--- src/rtl/alu_seq_if.sv ---
// alu_seq_if: groups the upstream (operation) and downstream (result)
// handshakes of the sequential ALU.
//   master : producer/consumer side (decoder + writeback, or a testbench)
//   slave  : the ALU itself
// Signals:
//   in_valid/in_ready  operation handshake, in0/in1/op operands and opcode
//   out_valid/out_ready result handshake, out result word
//   zf/cf/err          sticky zero, carry/borrow, illegal-operation flags
//   busy               ALU is rotating or holding a result
interface alu_seq_if #(
    parameter int WIDTH = 8,
    parameter int OP_W  = 5
);
    logic             in_valid;
    logic             in_ready;
    logic [WIDTH-1:0] in0;
    logic [WIDTH-1:0] in1;
    logic [OP_W-1:0]  op;
    logic             out_valid;
    logic             out_ready;
    logic [WIDTH-1:0] out;
    logic             zf;
    logic             cf;
    logic             err;
    logic             busy;

    modport master (
        output in_valid, in0, in1, op, out_ready,
        input  in_ready, out_valid, out, zf, cf, err, busy
    );

    modport slave (
        input  in_valid, in0, in1, op, out_ready,
        output in_ready, out_valid, out, zf, cf, err, busy
    );
endinterface

--- src/rtl/alu_seq.sv ---
// alu_seq: handshaked multi-cycle ALU with sticky flags and iterative
// cube-orientation rotation (one quarter-turn per cycle).
// Ports:
//   clk  rising-edge clock
//   rst  synchronous active-high reset; discards any in-flight operation
//   bus  alu_seq_if.slave: operation in (in_valid/in_ready/in0/in1/op),
//        result out (out_valid/out_ready/out), flags zf/cf/err, busy
// Flow: IDLE accepts; plain ops finish on the accept edge (DONE next cycle);
// ROT ops spend one cycle per quarter-turn in ROT; DONE holds the result
// until out_ready.
module alu_seq #(
    parameter int WIDTH = 8,
    parameter int OP_W  = 5
) (
    input  logic      clk,
    input  logic      rst,
    alu_seq_if.slave  bus
);
    localparam logic [1:0] ST_IDLE = 2'd0;
    localparam logic [1:0] ST_ROT  = 2'd1;
    localparam logic [1:0] ST_DONE = 2'd2;

    localparam logic [OP_W-1:0] OP_PASS  = OP_W'(5'h00);
    localparam logic [OP_W-1:0] OP_AND   = OP_W'(5'h01);
    localparam logic [OP_W-1:0] OP_OR    = OP_W'(5'h02);
    localparam logic [OP_W-1:0] OP_ADD   = OP_W'(5'h03);
    localparam logic [OP_W-1:0] OP_SUB   = OP_W'(5'h04);
    localparam logic [OP_W-1:0] OP_INC   = OP_W'(5'h05);
    localparam logic [OP_W-1:0] OP_DEC   = OP_W'(5'h06);
    localparam logic [OP_W-1:0] OP_CHECK = OP_W'(5'h07);
    localparam logic [OP_W-1:0] OP_ROTX  = OP_W'(5'h08);
    localparam logic [OP_W-1:0] OP_ROTZ  = OP_W'(5'h09);
    localparam logic [OP_W-1:0] OP_ROTY  = OP_W'(5'h0A);

    // Axis codes reuse op[1:0] of the ROT opcodes: X=00, Z=01, Y=10.
    localparam logic [1:0] AX_X = 2'd0;
    localparam logic [1:0] AX_Z = 2'd1;
    localparam logic [1:0] AX_Y = 2'd2;

    // One quarter-turn of an orientation code about the given axis.
    // Codes: 000 +y, 001 +x, 010 +z, 011 -x, 100 -z, 101 -y.
    function automatic logic [2:0] rot_once(input logic [2:0] o, input logic [1:0] axis);
        logic [2:0] r;
        r = o;
        case (axis)
            AX_X: begin
                case (o)
                    3'b000:  r = 3'b010;  // +y -> +z
                    3'b010:  r = 3'b101;  // +z -> -y
                    3'b101:  r = 3'b100;  // -y -> -z
                    3'b100:  r = 3'b000;  // -z -> +y
                    default: r = o;
                endcase
            end
            AX_Z: begin
                case (o)
                    3'b000:  r = 3'b001;  // +y -> +x
                    3'b001:  r = 3'b101;  // +x -> -y
                    3'b101:  r = 3'b011;  // -y -> -x
                    3'b011:  r = 3'b000;  // -x -> +y
                    default: r = o;
                endcase
            end
            AX_Y: begin
                case (o)
                    3'b001:  r = 3'b100;  // +x -> -z
                    3'b100:  r = 3'b011;  // -z -> -x
                    3'b011:  r = 3'b010;  // -x -> +z
                    3'b010:  r = 3'b001;  // +z -> +x
                    default: r = o;
                endcase
            end
            default: r = o;
        endcase
        return r;
    endfunction

    logic [1:0]       state_r, state_nx_s;
    logic [WIDTH-1:0] work_r, work_nx_s;
    logic [1:0]       turns_r, turns_nx_s;
    logic [1:0]       axis_r, axis_nx_s;
    logic [WIDTH-1:0] out_r, out_nx_s;
    logic             zf_r, zf_nx_s;
    logic             cf_r, cf_nx_s;
    logic             err_r, err_nx_s;
    logic             in_ready_r, out_valid_r, busy_r;

    logic [WIDTH-1:0] alu_res_s;
    logic             alu_zf_s, alu_cf_s, alu_err_s;
    logic [WIDTH:0]   sum_s, dif_s, inc_s, dec_s;
    logic             is_rot_s, orient_ok_s;
    logic [WIDTH-1:0] rotated_s;

    // Single-cycle ALU result and flag candidates for non-rotation opcodes.
    always_comb begin
        sum_s     = {1'b0, bus.in0} + {1'b0, bus.in1};
        dif_s     = {1'b0, bus.in0} - {1'b0, bus.in1};
        inc_s     = {1'b0, bus.in0} + {{WIDTH{1'b0}}, 1'b1};
        dec_s     = {1'b0, bus.in0} - {{WIDTH{1'b0}}, 1'b1};
        alu_res_s = bus.in0;
        alu_zf_s  = zf_r;
        alu_cf_s  = cf_r;
        alu_err_s = 1'b0;
        case (bus.op)
            OP_PASS:  alu_res_s = bus.in0;
            OP_AND:   alu_res_s = bus.in0 & bus.in1;
            OP_OR:    alu_res_s = bus.in0 | bus.in1;
            OP_ADD:   begin alu_res_s = sum_s[WIDTH-1:0]; alu_cf_s = sum_s[WIDTH]; end
            OP_SUB:   begin alu_res_s = dif_s[WIDTH-1:0]; alu_cf_s = dif_s[WIDTH]; end
            OP_INC:   begin alu_res_s = inc_s[WIDTH-1:0]; alu_cf_s = inc_s[WIDTH]; end
            OP_DEC:   begin alu_res_s = dec_s[WIDTH-1:0]; alu_cf_s = dec_s[WIDTH]; end
            OP_CHECK: begin alu_res_s = bus.in0; alu_zf_s = (bus.in0 == bus.in1); end
            OP_ROTX, OP_ROTZ, OP_ROTY: alu_res_s = bus.in0;
            default:  alu_err_s = 1'b1;
        endcase
    end

    // Rotation decode and the work word after one more quarter-turn.
    always_comb begin
        is_rot_s    = (bus.op == OP_ROTX) || (bus.op == OP_ROTZ) || (bus.op == OP_ROTY);
        orient_ok_s = (bus.in0[2:0] < 3'd6);
        rotated_s   = {work_r[WIDTH-1:3], rot_once(work_r[2:0], axis_r)};
    end

    // Next-state logic for the FSM, work register, result and flags.
    always_comb begin
        state_nx_s = state_r;
        work_nx_s  = work_r;
        turns_nx_s = turns_r;
        axis_nx_s  = axis_r;
        out_nx_s   = out_r;
        zf_nx_s    = zf_r;
        cf_nx_s    = cf_r;
        err_nx_s   = err_r;
        case (state_r)
            ST_IDLE: begin
                if (bus.in_valid) begin
                    if (is_rot_s) begin
                        axis_nx_s = bus.op[1:0];
                        work_nx_s = bus.in0;
                        if (!orient_ok_s) begin
                            // Illegal orientation: completes as a zero-turn op.
                            out_nx_s   = bus.in0;
                            err_nx_s   = 1'b1;
                            turns_nx_s = 2'd0;
                            state_nx_s = ST_DONE;
                        end else if (bus.in1[1:0] == 2'd0) begin
                            out_nx_s   = bus.in0;
                            err_nx_s   = 1'b0;
                            turns_nx_s = 2'd0;
                            state_nx_s = ST_DONE;
                        end else begin
                            turns_nx_s = bus.in1[1:0];
                            state_nx_s = ST_ROT;
                        end
                    end else begin
                        out_nx_s   = alu_res_s;
                        zf_nx_s    = alu_zf_s;
                        cf_nx_s    = alu_cf_s;
                        err_nx_s   = alu_err_s;
                        state_nx_s = ST_DONE;
                    end
                end else begin
                    state_nx_s = ST_IDLE;
                end
            end
            ST_ROT: begin
                work_nx_s  = rotated_s;
                turns_nx_s = turns_r - 2'd1;
                if (turns_r == 2'd1) begin
                    out_nx_s   = rotated_s;
                    err_nx_s   = 1'b0;
                    state_nx_s = ST_DONE;
                end else begin
                    state_nx_s = ST_ROT;
                end
            end
            ST_DONE: begin
                if (bus.out_ready) begin
                    state_nx_s = ST_IDLE;
                end else begin
                    state_nx_s = ST_DONE;
                end
            end
            default: state_nx_s = ST_IDLE;
        endcase
    end

    // State registers; handshake/status outputs are registered from next state.
    always_ff @(posedge clk) begin
        if (rst) begin
            state_r     <= ST_IDLE;
            work_r      <= {WIDTH{1'b0}};
            turns_r     <= 2'd0;
            axis_r      <= 2'd0;
            out_r       <= {WIDTH{1'b0}};
            zf_r        <= 1'b0;
            cf_r        <= 1'b0;
            err_r       <= 1'b0;
            in_ready_r  <= 1'b1;
            out_valid_r <= 1'b0;
            busy_r      <= 1'b0;
        end else begin
            state_r     <= state_nx_s;
            work_r      <= work_nx_s;
            turns_r     <= turns_nx_s;
            axis_r      <= axis_nx_s;
            out_r       <= out_nx_s;
            zf_r        <= zf_nx_s;
            cf_r        <= cf_nx_s;
            err_r       <= err_nx_s;
            in_ready_r  <= (state_nx_s == ST_IDLE);
            out_valid_r <= (state_nx_s == ST_DONE);
            busy_r      <= (state_nx_s == ST_ROT) || (state_nx_s == ST_DONE);
        end
    end

    assign bus.in_ready  = in_ready_r;
    assign bus.out_valid = out_valid_r;
    assign bus.out       = out_r;
    assign bus.zf        = zf_r;
    assign bus.cf        = cf_r;
    assign bus.err       = err_r;
    assign bus.busy      = busy_r;
endmodule

--- src/flat_wrapper.sv ---
// flat-port wrapper written by rule: the top's interface ports become plain ports
module alu_seq_flat 
#(
    parameter int WIDTH = 8,
    parameter int OP_W  = 5
)
  (clk, rst, bus_in_valid, bus_in0, bus_in1, bus_op, bus_out_ready, bus_in_ready, bus_out_valid, bus_out, bus_zf, bus_cf, bus_err, bus_busy);
  alu_seq_if #(.WIDTH(WIDTH), .OP_W(OP_W)) bus_i ();
  input  logic clk;
  input  logic rst;
  input wire logic [$bits(bus_i.in_valid)-1:0] bus_in_valid;
  input wire logic [$bits(bus_i.in0)-1:0] bus_in0;
  input wire logic [$bits(bus_i.in1)-1:0] bus_in1;
  input wire logic [$bits(bus_i.op)-1:0] bus_op;
  input wire logic [$bits(bus_i.out_ready)-1:0] bus_out_ready;
  output wire logic [$bits(bus_i.in_ready)-1:0] bus_in_ready;
  output wire logic [$bits(bus_i.out_valid)-1:0] bus_out_valid;
  output wire logic [$bits(bus_i.out)-1:0] bus_out;
  output wire logic [$bits(bus_i.zf)-1:0] bus_zf;
  output wire logic [$bits(bus_i.cf)-1:0] bus_cf;
  output wire logic [$bits(bus_i.err)-1:0] bus_err;
  output wire logic [$bits(bus_i.busy)-1:0] bus_busy;
  assign bus_i.in_valid = bus_in_valid;
  assign bus_i.in0 = bus_in0;
  assign bus_i.in1 = bus_in1;
  assign bus_i.op = bus_op;
  assign bus_i.out_ready = bus_out_ready;
  assign bus_in_ready = bus_i.in_ready;
  assign bus_out_valid = bus_i.out_valid;
  assign bus_out = bus_i.out;
  assign bus_zf = bus_i.zf;
  assign bus_cf = bus_i.cf;
  assign bus_err = bus_i.err;
  assign bus_busy = bus_i.busy;
  alu_seq #(.WIDTH(WIDTH), .OP_W(OP_W)) u_core (.clk(clk), .rst(rst), .bus(bus_i));
endmodule
--- config.mk ---
export PLATFORM = sky130hd
export DESIGN_NAME = alu_seq_flat
export DESIGN_NICKNAME = d
export VERILOG_FILES = /design/src/rtl/alu_seq_if.sv /design/src/rtl/alu_seq.sv /design/src/flat_wrapper.sv
export SDC_FILE = /design/constraint.sdc
export NUM_CORES = 1
export LEC_CHECK = 0
export ABC_AREA = 1
export CAP_MARGIN = 20
export CORE_ASPECT_RATIO = 1.75
export CORE_MARGIN = 2
export CORE_UTILIZATION = 35
export CTS_CLUSTER_DIAMETER = 80
export DETAILED_ROUTE_END_ITERATION = 10
export PLACE_DENSITY = 0.55
export SETUP_SLACK_MARGIN = 0.1
export SYNTH_ARGS = -nofsm -noshare
export SYNTH_HDL_FRONTEND = slang
export SYNTH_SLANG_ARGS = --single-unit
--- constraint.sdc ---
create_clock -name clk -period 3 [get_ports clk]
set_input_delay 0.3 -clock clk [delete_from_list [all_inputs] [get_ports clk]]
set_output_delay 0.3 -clock clk [all_outputs]
set_load 0.005 [all_outputs]
==> flow_summary.rst, run 1 <==
.. list-table::
   :header-rows: 1

   * - Metric
     - Value
   * - CTS Buf Count
     - 3
   * - Critical path's slowest cell
     - sky130_fd_sc_hd__clkdlybuf4s50_1
   * - Fin nets
     - 619
   * - Clock latency of the later-clocked register in the worst-skew pair
     - 270 ps
   * - Number of detailed-routing iterations run before antenna repair
     - 5
   * - Overflow left after global routing
     - 0
   * - Input/output buffers
     - 38
   * - CTS-repair resized insts
     - 0
   * - Htree depth
     - 1
   * - Type of origin of the critical path
     - input port
   * - Area Overhead vs Synth
     - 21.7%
   * - Leakage power figure
     - 1.81 nW
   * - Share of synthesized registers carrying an async set or reset
     - 0%
   * - Clock Pin Slew Worst Setup and Hold Paths
     - 70 ps
   * - Clock tree from TritonCTS
     - yes
   * - Total DRC errors in the routed layout
     - 0
   * - Number of warnings reported in the yosys synthesis log
     - 0
   * - Setup repair after global routing missed its margin
     - no
   * - Final worst path period share
     - 84.5%
   * - ANT nets after route
     - 0
   * - Post-synth top flop
     - sky130_fd_sc_hd__dfxtp_1
   * - Initial Util
     - 35.8%
   * - Critical path data required time
     - 3160 ps
   * - Average wire length per cell after detail routing
     - 15.9 µm
   * - Antenna violations before repair
     - 0
   * - Kind of critical path
     - in -> reg
   * - Origin of the critical flop-to-flop path
     - u_core.state_r[0]$_SDFF_PP0_
   * - Total power after layout
     - 1.23 mW
   * - Maximum buffer depth of the clock tree
     - 2
   * - Ports placed on the boundary
     - 39
   * - Slew Viols, Final
     - 0
   * - Area of the die
     - 0.00967 mm²
   * - Min-delay worst type
     - reg -> reg
   * - Startpoint of the worst setup timing path
     - bus_in1[0]
   * - Total inserted antenna cells
     - 0
   * - Worst Hold Depth
     - 2
   * - Maximum VDD drop
     - 0.181 mV
   * - Share of layout cells above drive strength 1
     - 7.49%
   * - Core outline area
     - 0.00867 mm²
   * - Syn_area_per_cell
     - 6.02 µm²
   * - Cell Count, Final, Fillers Out
     - 678
   * - Global-route wire length before repair
     - 17500 µm
   * - Clk sink count
     - 28
   * - Max_slew headroom
     - 48.3%
   * - Post-synth EDFFs
     - 0
   * - Endpoint kind of the worst setup timing path
     - flip-flop
   * - Crit path arrival time
     - 2700 ps
   * - Post-Synthesis Cell Area
     - 0.00310 mm²
   * - Cell variety after synth
     - 43
   * - Final Routed Wirelength
     - 10800 µm
   * - Fmax
     - 0.395 GHz
   * - Largest net degree at the start of global routing
     - 21
   * - Largest delay share family, worst path
     - adder cells
   * - Worst setup path endpoint
     - u_core.bus.out[4]$_SDFFE_PP0P_
   * - Final design utilization
     - 43.6%
   * - Crit path cell chain
     - clkdlybuf4s50_1 > ha_1 > fa_1 > a21oi_1 > o21ai_0 > xor2_1 > nor2_1 > nor2_1 > nand3_1 > nand2_1 > a21oi_1
   * - RR Endpoint
     - u_core.bus.in_ready$_SDFF_PP1_
   * - Cell area power density
     - 325 mW/mm²
   * - Chip Width
     - 75.2 µm
   * - Register-to-register setup slack
     - 900 ps
   * - Clk Tree Root Cell
     - sky130_fd_sc_hd__clkbuf_16
   * - Final HPWL DP
     - 8940 µm
   * - Ratio of routed vias to standard cells
     - 5.17
   * - Cell total after placement
     - 674
   * - Max Cap Viol
     - 0
   * - Number of hold buffers added after cts
     - 0
   * - Number of cell rows
     - 45
   * - Maximum fanout along the worst path
     - 5
   * - Aggregate global-route resource usage
     - 23.7%
   * - Worst R2R Path Depth
     - 11
   * - Vias post-DR
     - 3506
   * - Post-synthesis sequential element count
     - 28
   * - Setup TNS
     - 0 ps
   * - DRC marker count from the first detailed-route iteration
     - 221
   * - Result of the run
     - finished clean
   * - Minimum clock period
     - 2530 ps
   * - Worst stage delay on the critical path
     - 560 ps
   * - Post-CTS setup-driven buffer insertion count
     - 0
   * - Via count of the first global-routing pass
     - 3449
   * - Post-DP Area
     - 0.00367 mm²
   * - Setup violation total in the final timing report
     - 0
   * - Count of fill cells added during filler insertion
     - 981
   * - Post-synthesis sequential area ratio
     - 18.1%
   * - Stages on worst setup path
     - 11
   * - Post-Synthesis Net Count
     - 573
   * - Slew at the pin closest to its max-slew limit
     - 772 ps
   * - Final worst clock skew
     - 2.22 ps
   * - Critical path buffers and inverters
     - 1
   * - Die height
     - 129 µm
   * - Hold Fails Final Rpt
     - 0
   * - Number of cells produced by synthesis
     - 516
   * - Routability cong.
     - 0.942
   * - Cell area after layout
     - 0.00378 mm²
[layer usage]
| layer | track usage [%] | vias up | part of all wire, % |
|---|---|---|---|
| met5 | 0 | - | 0 |
| met3 | 1.88 | 40 | 3.1 |
| met4 | 13.8 | 0 | 6.0 |
| li1 | - | 1783 | - |
| met2 | 44.2 | 113 | 54 |
| met1 | 24.8 | 1570 | 37 |
[placed cells by master (no fill, tap or decap), types with 3 or more instances in the layout]
cell type,n
sky130_fd_sc_hd__nand2_1,115
sky130_fd_sc_hd__inv_1,85
sky130_fd_sc_hd__nor2_1,59
sky130_fd_sc_hd__nand3_1,48
sky130_fd_sc_hd__clkdlybuf4s50_1,38
sky130_fd_sc_hd__a21oi_1,33
sky130_fd_sc_hd__o21ai_0,31
sky130_fd_sc_hd__ha_1,30
sky130_fd_sc_hd__dfxtp_1,28
sky130_fd_sc_hd__nand4_1,15
sky130_fd_sc_hd__buf_4,12
sky130_fd_sc_hd__nor3_1,6
sky130_fd_sc_hd__a31oi_1,5
sky130_fd_sc_hd__nand2_2,4
sky130_fd_sc_hd__nor2_4,4
sky130_fd_sc_hd__or2_2,4
sky130_fd_sc_hd__nor2_2,3
sky130_fd_sc_hd__o22ai_1,3
sky130_fd_sc_hd__inv_2,3
sky130_fd_sc_hd__nand3_2,3
sky130_fd_sc_hd__nand3b_1,3
sky130_fd_sc_hd__clkbuf_16,3
[registers in the layout, indices dropped and copies added (netlist names)]
signal                cells
u_core.bus.err            1
u_core.bus.busy           1
u_core.state_r            2
u_core.turns_r            2
u_core.bus.in_ready       1
u_core.bus.cf             1
u_core.bus.out_valid      1
u_core.bus.out            8
u_core.bus.zf             1
u_core.axis_r             2
u_core.work_r             8
[through the flow]
stage / hold slack, ps / worst slack (ps)
finish: 463 / 466
global route: 482 / 365
CTS: 465 / 467
detailed placement: 454 / 184
global placement: 456 / 201
floorplan: 369 / 1220
[tightest hold or removal path, stage by stage (launching register included)]
cell and delay, ps:
sky130_fd_sc_hd__dfxtp_1 310, sky130_fd_sc_hd__nand2_1 60, sky130_fd_sc_hd__a21oi_1 50
[final cells by class]
type | count | area, µm² | area share, %
Multi-Input combinational cell | 391 | 2170 | 57.3
Timing Repair Buffer | 50 | 470 | 12.5
Clock buffer | 3 | 75.1 | 1.99
Tap cell | 117 | 146 | 3.87
Inverter | 88 | 330 | 8.74
Sequential cell | 28 | 561 | 14.8
Clock inverter | 1 | 30.0 | 0.795
[worst min-delay path by stage]
stage / from / endpoint / slack (ps)
after detailed placement: u_core.bus.out[7]$_SDFFE_PP0P_ / u_core.bus.out[7]$_SDFFE_PP0P_ / 450
after global placement: u_core.bus.out[7]$_SDFFE_PP0P_ / u_core.bus.out[7]$_SDFFE_PP0P_ / 460
after global routing: u_core.bus.out[7]$_SDFFE_PP0P_ / u_core.bus.out[7]$_SDFFE_PP0P_ / 480
after floorplan: rst / u_core.bus.cf$_SDFFE_PP0P_ / 370
final: u_core.bus.out[7]$_SDFFE_PP0P_ / u_core.bus.out[7]$_SDFFE_PP0P_ / 460
after CTS: u_core.bus.out[7]$_SDFFE_PP0P_ / u_core.bus.out[7]$_SDFFE_PP0P_ / 470
[logic make-up (layout without fill, tap and decap cells)]
kind of cell             Yosys count  count (layout)  share of synthesized area (%)
buffers and inverters             97             142                           12.2
AND/OR/NAND/NOR                  271             271                           40.3
adder cells (fa/ha/maj)           32              32                           13.4
flip-flops                        28              28                           18.1
AO/OA/AOI/OAI                     87              87                           15.8
XOR/XNOR                           1               1                          0.282
[synthesized netlist by cell type, drive strengths merged, types with 2 or more instances]
cell type / number / area share, %
nand2: 120 / 15
inv: 88 / 11
nor2: 66 / 9.2
nand3: 52 / 9.3
a21oi: 34 / 5.6
o21ai: 33 / 5.4
ha: 30 / 12
dfxtp: 28 / 18
nand4: 16 / 3.4
buf: 7 / 1.3
nor3: 6 / 0.97
a31oi: 5 / 1.0
or2: 4 / 0.81
nand3b: 3 / 0.73
o22ai: 3 / 0.60
a41oi: 2 / 0.56
and2: 2 / 0.40
clkbuf: 2 / 0.24
fa: 2 / 1.3
nor4: 2 / 0.40
o31ai: 2 / 0.48
[power by group]
part | total, mW | internal (mW) | switching (mW)
Combinational | 0.417 | 0.163 | 0.254
Sequential | 0.407 | 0.394 | 0.0135
Clock | 0.405 | 0.266 | 0.139
Total | 1.23 | 0.823 | 0.406
Power figures use the tool's default switching activity.
==> run 2: changes to the inputs <==
--- a/config.mk
+++ b/config.mk
@@ -12,7 +12,7 @@
 export CORE_UTILIZATION = 35
 export CTS_CLUSTER_DIAMETER = 80
 export DETAILED_ROUTE_END_ITERATION = 10
-export PLACE_DENSITY = 0.55
+export PLACE_DENSITY = 0.57
 export SETUP_SLACK_MARGIN = 0.1
 export SYNTH_ARGS = -nofsm -noshare
 export SYNTH_HDL_FRONTEND = slang
==> constraint.sdc (replaced) <==
create_clock -name clk -period 2.1 [get_ports clk]
set_input_delay 0.21 -clock clk [delete_from_list [all_inputs] [get_ports clk]]
set_output_delay 0.21 -clock clk [all_outputs]
set_load 0.005 [all_outputs]
==> flow_summary.rst, run 2 (synthesis results as in run 1) <==
.. list-table::
   :header-rows: 1

   * - Metric
     - Value
   * - Result of the run
     - finished clean
   * - Total inserted antenna cells
     - 0
   * - Overflow left after global routing
     - 0
   * - Leakage power figure
     - 2.26 nW
   * - Final worst path period share
     - 90.8%
   * - Final worst clock skew
     - 5.30 ps
   * - Worst R2R Path Depth
     - 8
   * - Ports placed on the boundary
     - 39
   * - Clk sink count
     - 28
   * - Worst Min Path Start
     - bus_in0[4]
   * - Initial Util
     - 35.8%
   * - Input/output buffers
     - 38
   * - Cell area power density
     - 422 mW/mm²
   * - Min-delay worst type
     - in -> reg
   * - Type of origin of the critical path
     - input port
   * - Largest net degree at the start of global routing
     - 20
   * - Area used by sequential logic in the layout
     - 561 µm²
   * - Max_slew headroom
     - 73.3%
   * - Area of the die
     - 0.00967 mm²
   * - Maximum buffer depth of the clock tree
     - 2
   * - Chip Width
     - 75.2 µm
   * - Hold Fails Final Rpt
     - 0
   * - Average wire length per cell after detail routing
     - 14.9 µm
   * - Htree depth
     - 1
   * - Number of hold buffers added after cts
     - 0
   * - Register-to-register setup slack
     - 510 ps
   * - Ratio of routed vias to standard cells
     - 4.99
   * - Vias post-DR
     - 3779
   * - Maximum VDD drop
     - 0.333 mV
   * - Setup TNS
     - 0 ps
   * - Post-CTS setup-driven buffer insertion count
     - 0
   * - Clk Tree Root Cell
     - sky130_fd_sc_hd__clkbuf_16
   * - Critical path data required time
     - 2260 ps
   * - Via count of the first global-routing pass
     - 3822
   * - Core outline area
     - 0.00867 mm²
   * - Origin of the critical flop-to-flop path
     - u_core.state_r[0]$_SDFF_PP0_
   * - Most frequent standard cell in the layout excluding fill and tap cells
     - sky130_fd_sc_hd__nand2_1
   * - CTS Buf Count
     - 3
   * - Share of layout cells above drive strength 1
     - 24.8%
   * - Total DRC errors in the routed layout
     - 0
   * - Commonest cells after routing, fill and taps aside
     - sky130_fd_sc_hd__nand2_1, sky130_fd_sc_hd__buf_4, sky130_fd_sc_hd__inv_1
   * - Clock Pin Slew Worst Setup and Hold Paths
     - 70 ps
   * - Final HPWL DP
     - 9500 µm
   * - Count of fill cells added during filler insertion
     - 957
   * - Fmax
     - 0.525 GHz
   * - Die height
     - 129 µm
   * - RR Endpoint
     - u_core.bus.in_ready$_SDFF_PP1_
   * - Fin nets
     - 698
   * - Setup violation total in the final timing report
     - 0
   * - Number of detailed-routing iterations run before antenna repair
     - 4
   * - Worst Hold Depth
     - 4
   * - Startpoint of the worst setup timing path
     - bus_in0[3]
   * - Setup repair after global routing missed its margin
     - no
   * - Number of cell rows
     - 45
   * - Routability cong.
     - 0.951
   * - Clock tree from TritonCTS
     - yes
   * - ANT nets after route
     - 0
   * - Clock latency of the later-clocked register in the worst-skew pair
     - 270 ps
   * - Area Overhead vs Synth
     - 46.4%
   * - Final design utilization
     - 52.4%
   * - Slew Viols, Final
     - 0
   * - Global-route wire length before repair
     - 18100 µm
   * - Max Cap Viol
     - 0
   * - Endpoint kind of the worst setup timing path
     - flip-flop
   * - Maximum fanout along the worst path
     - 6
   * - DRC marker count from the first detailed-route iteration
     - 173
   * - Crit path arrival time
     - 2060 ps
   * - Multi-input gate area
     - 0.00231 mm²
   * - Aggregate global-route resource usage
     - 24.5%
   * - Sink of the worst hold path
     - u_core.work_r[4]$_SDFFE_PP0P_
   * - Kind of critical path
     - in -> reg
   * - Minimum clock period
     - 1910 ps
   * - Final Routed Wirelength
     - 11200 µm
   * - Antenna violations before repair
     - 0
   * - Slew at the pin closest to its max-slew limit
     - 401 ps
[run 2: cell types whose count changed in the layout (fill, tap and decap cells not counted), sizes merged]
cell / change
dlygate4sd2: +1
dlymetal6s2s: +8
clkdlybuf4s50: -9
buf: +79
[run 2: report_power, final]
group,switching (mW),leakage [nW],total [mW],internal [mW]
Combinational,0.406,1.98,0.760,0.354
Sequential,0.0189,0.229,0.581,0.562
Clock,0.195,0.0511,0.575,0.380
[run 2: worst max-delay path by stage]
stage                                          end  slack [ps]  cells after the start
CTS                 u_core.bus.out[4]$_SDFFE_PP0P_          80                     13
floorplan           u_core.bus.out[6]$_SDFFE_PP0P_         410                     13
finish              u_core.bus.out[4]$_SDFFE_PP0P_         190                     13
global placement    u_core.bus.out[4]$_SDFFE_PP0P_        -320                     11
detailed placement  u_core.bus.out[4]$_SDFFE_PP0P_        -310                     11
global route            u_core.bus.cf$_SDFFE_PP0P_         100                     14
[run 2: repair_timing]
item / CTS / global route
gates resized for setup: 13 / 43
setup endpoints to repair: 7 / 7
pin swaps: 1 / 8
[run 2: final cells by class]
class | instances | share of cell area (%)
clock buffers | 3 | 1.65
clock inverters | 1 | 0.661
inverters | 88 | 7.27
multi-input cells | 391 | 50.9
flip-flops and latches | 28 | 12.3
well taps | 117 | 3.22
repair buffers | 129 | 24.0
[run 2: worst max-delay path, stage by stage]
cell	delay, ps
sky130_fd_sc_hd__clkdlybuf4s50_1	500
sky130_fd_sc_hd__inv_2	70
sky130_fd_sc_hd__ha_4	280
sky130_fd_sc_hd__buf_4	150
sky130_fd_sc_hd__inv_2	60
sky130_fd_sc_hd__a21oi_2	140
sky130_fd_sc_hd__nand3_1	80
sky130_fd_sc_hd__nand3_1	90
sky130_fd_sc_hd__nand4_1	100
sky130_fd_sc_hd__nor2_2	150
sky130_fd_sc_hd__nand3_1	100
sky130_fd_sc_hd__nand2_1	70
sky130_fd_sc_hd__a21oi_1	50
[run 2: layer usage]
metal / global-route usage (%) / share of wire [%]
met1: 24.3 / 36
met2: 46.5 / 55
met3: 1.88 / 2.8
met4: 15.3 / 6.6
met5: 0 / 0
[run 2: through the flow]
step	area (µm²)	std cells	hold WS (ps)	worst slack, ps	power (mW)
floorplan	3100	516	279	413	0.936
global placement	4270	753	452	-321	1.30
detailed placement	4270	753	459	-310	1.31
CTS	4410	757	470	79.4	1.89
global route	4540	757	455	102	2.03
finish	4540	757	420	194	1.92
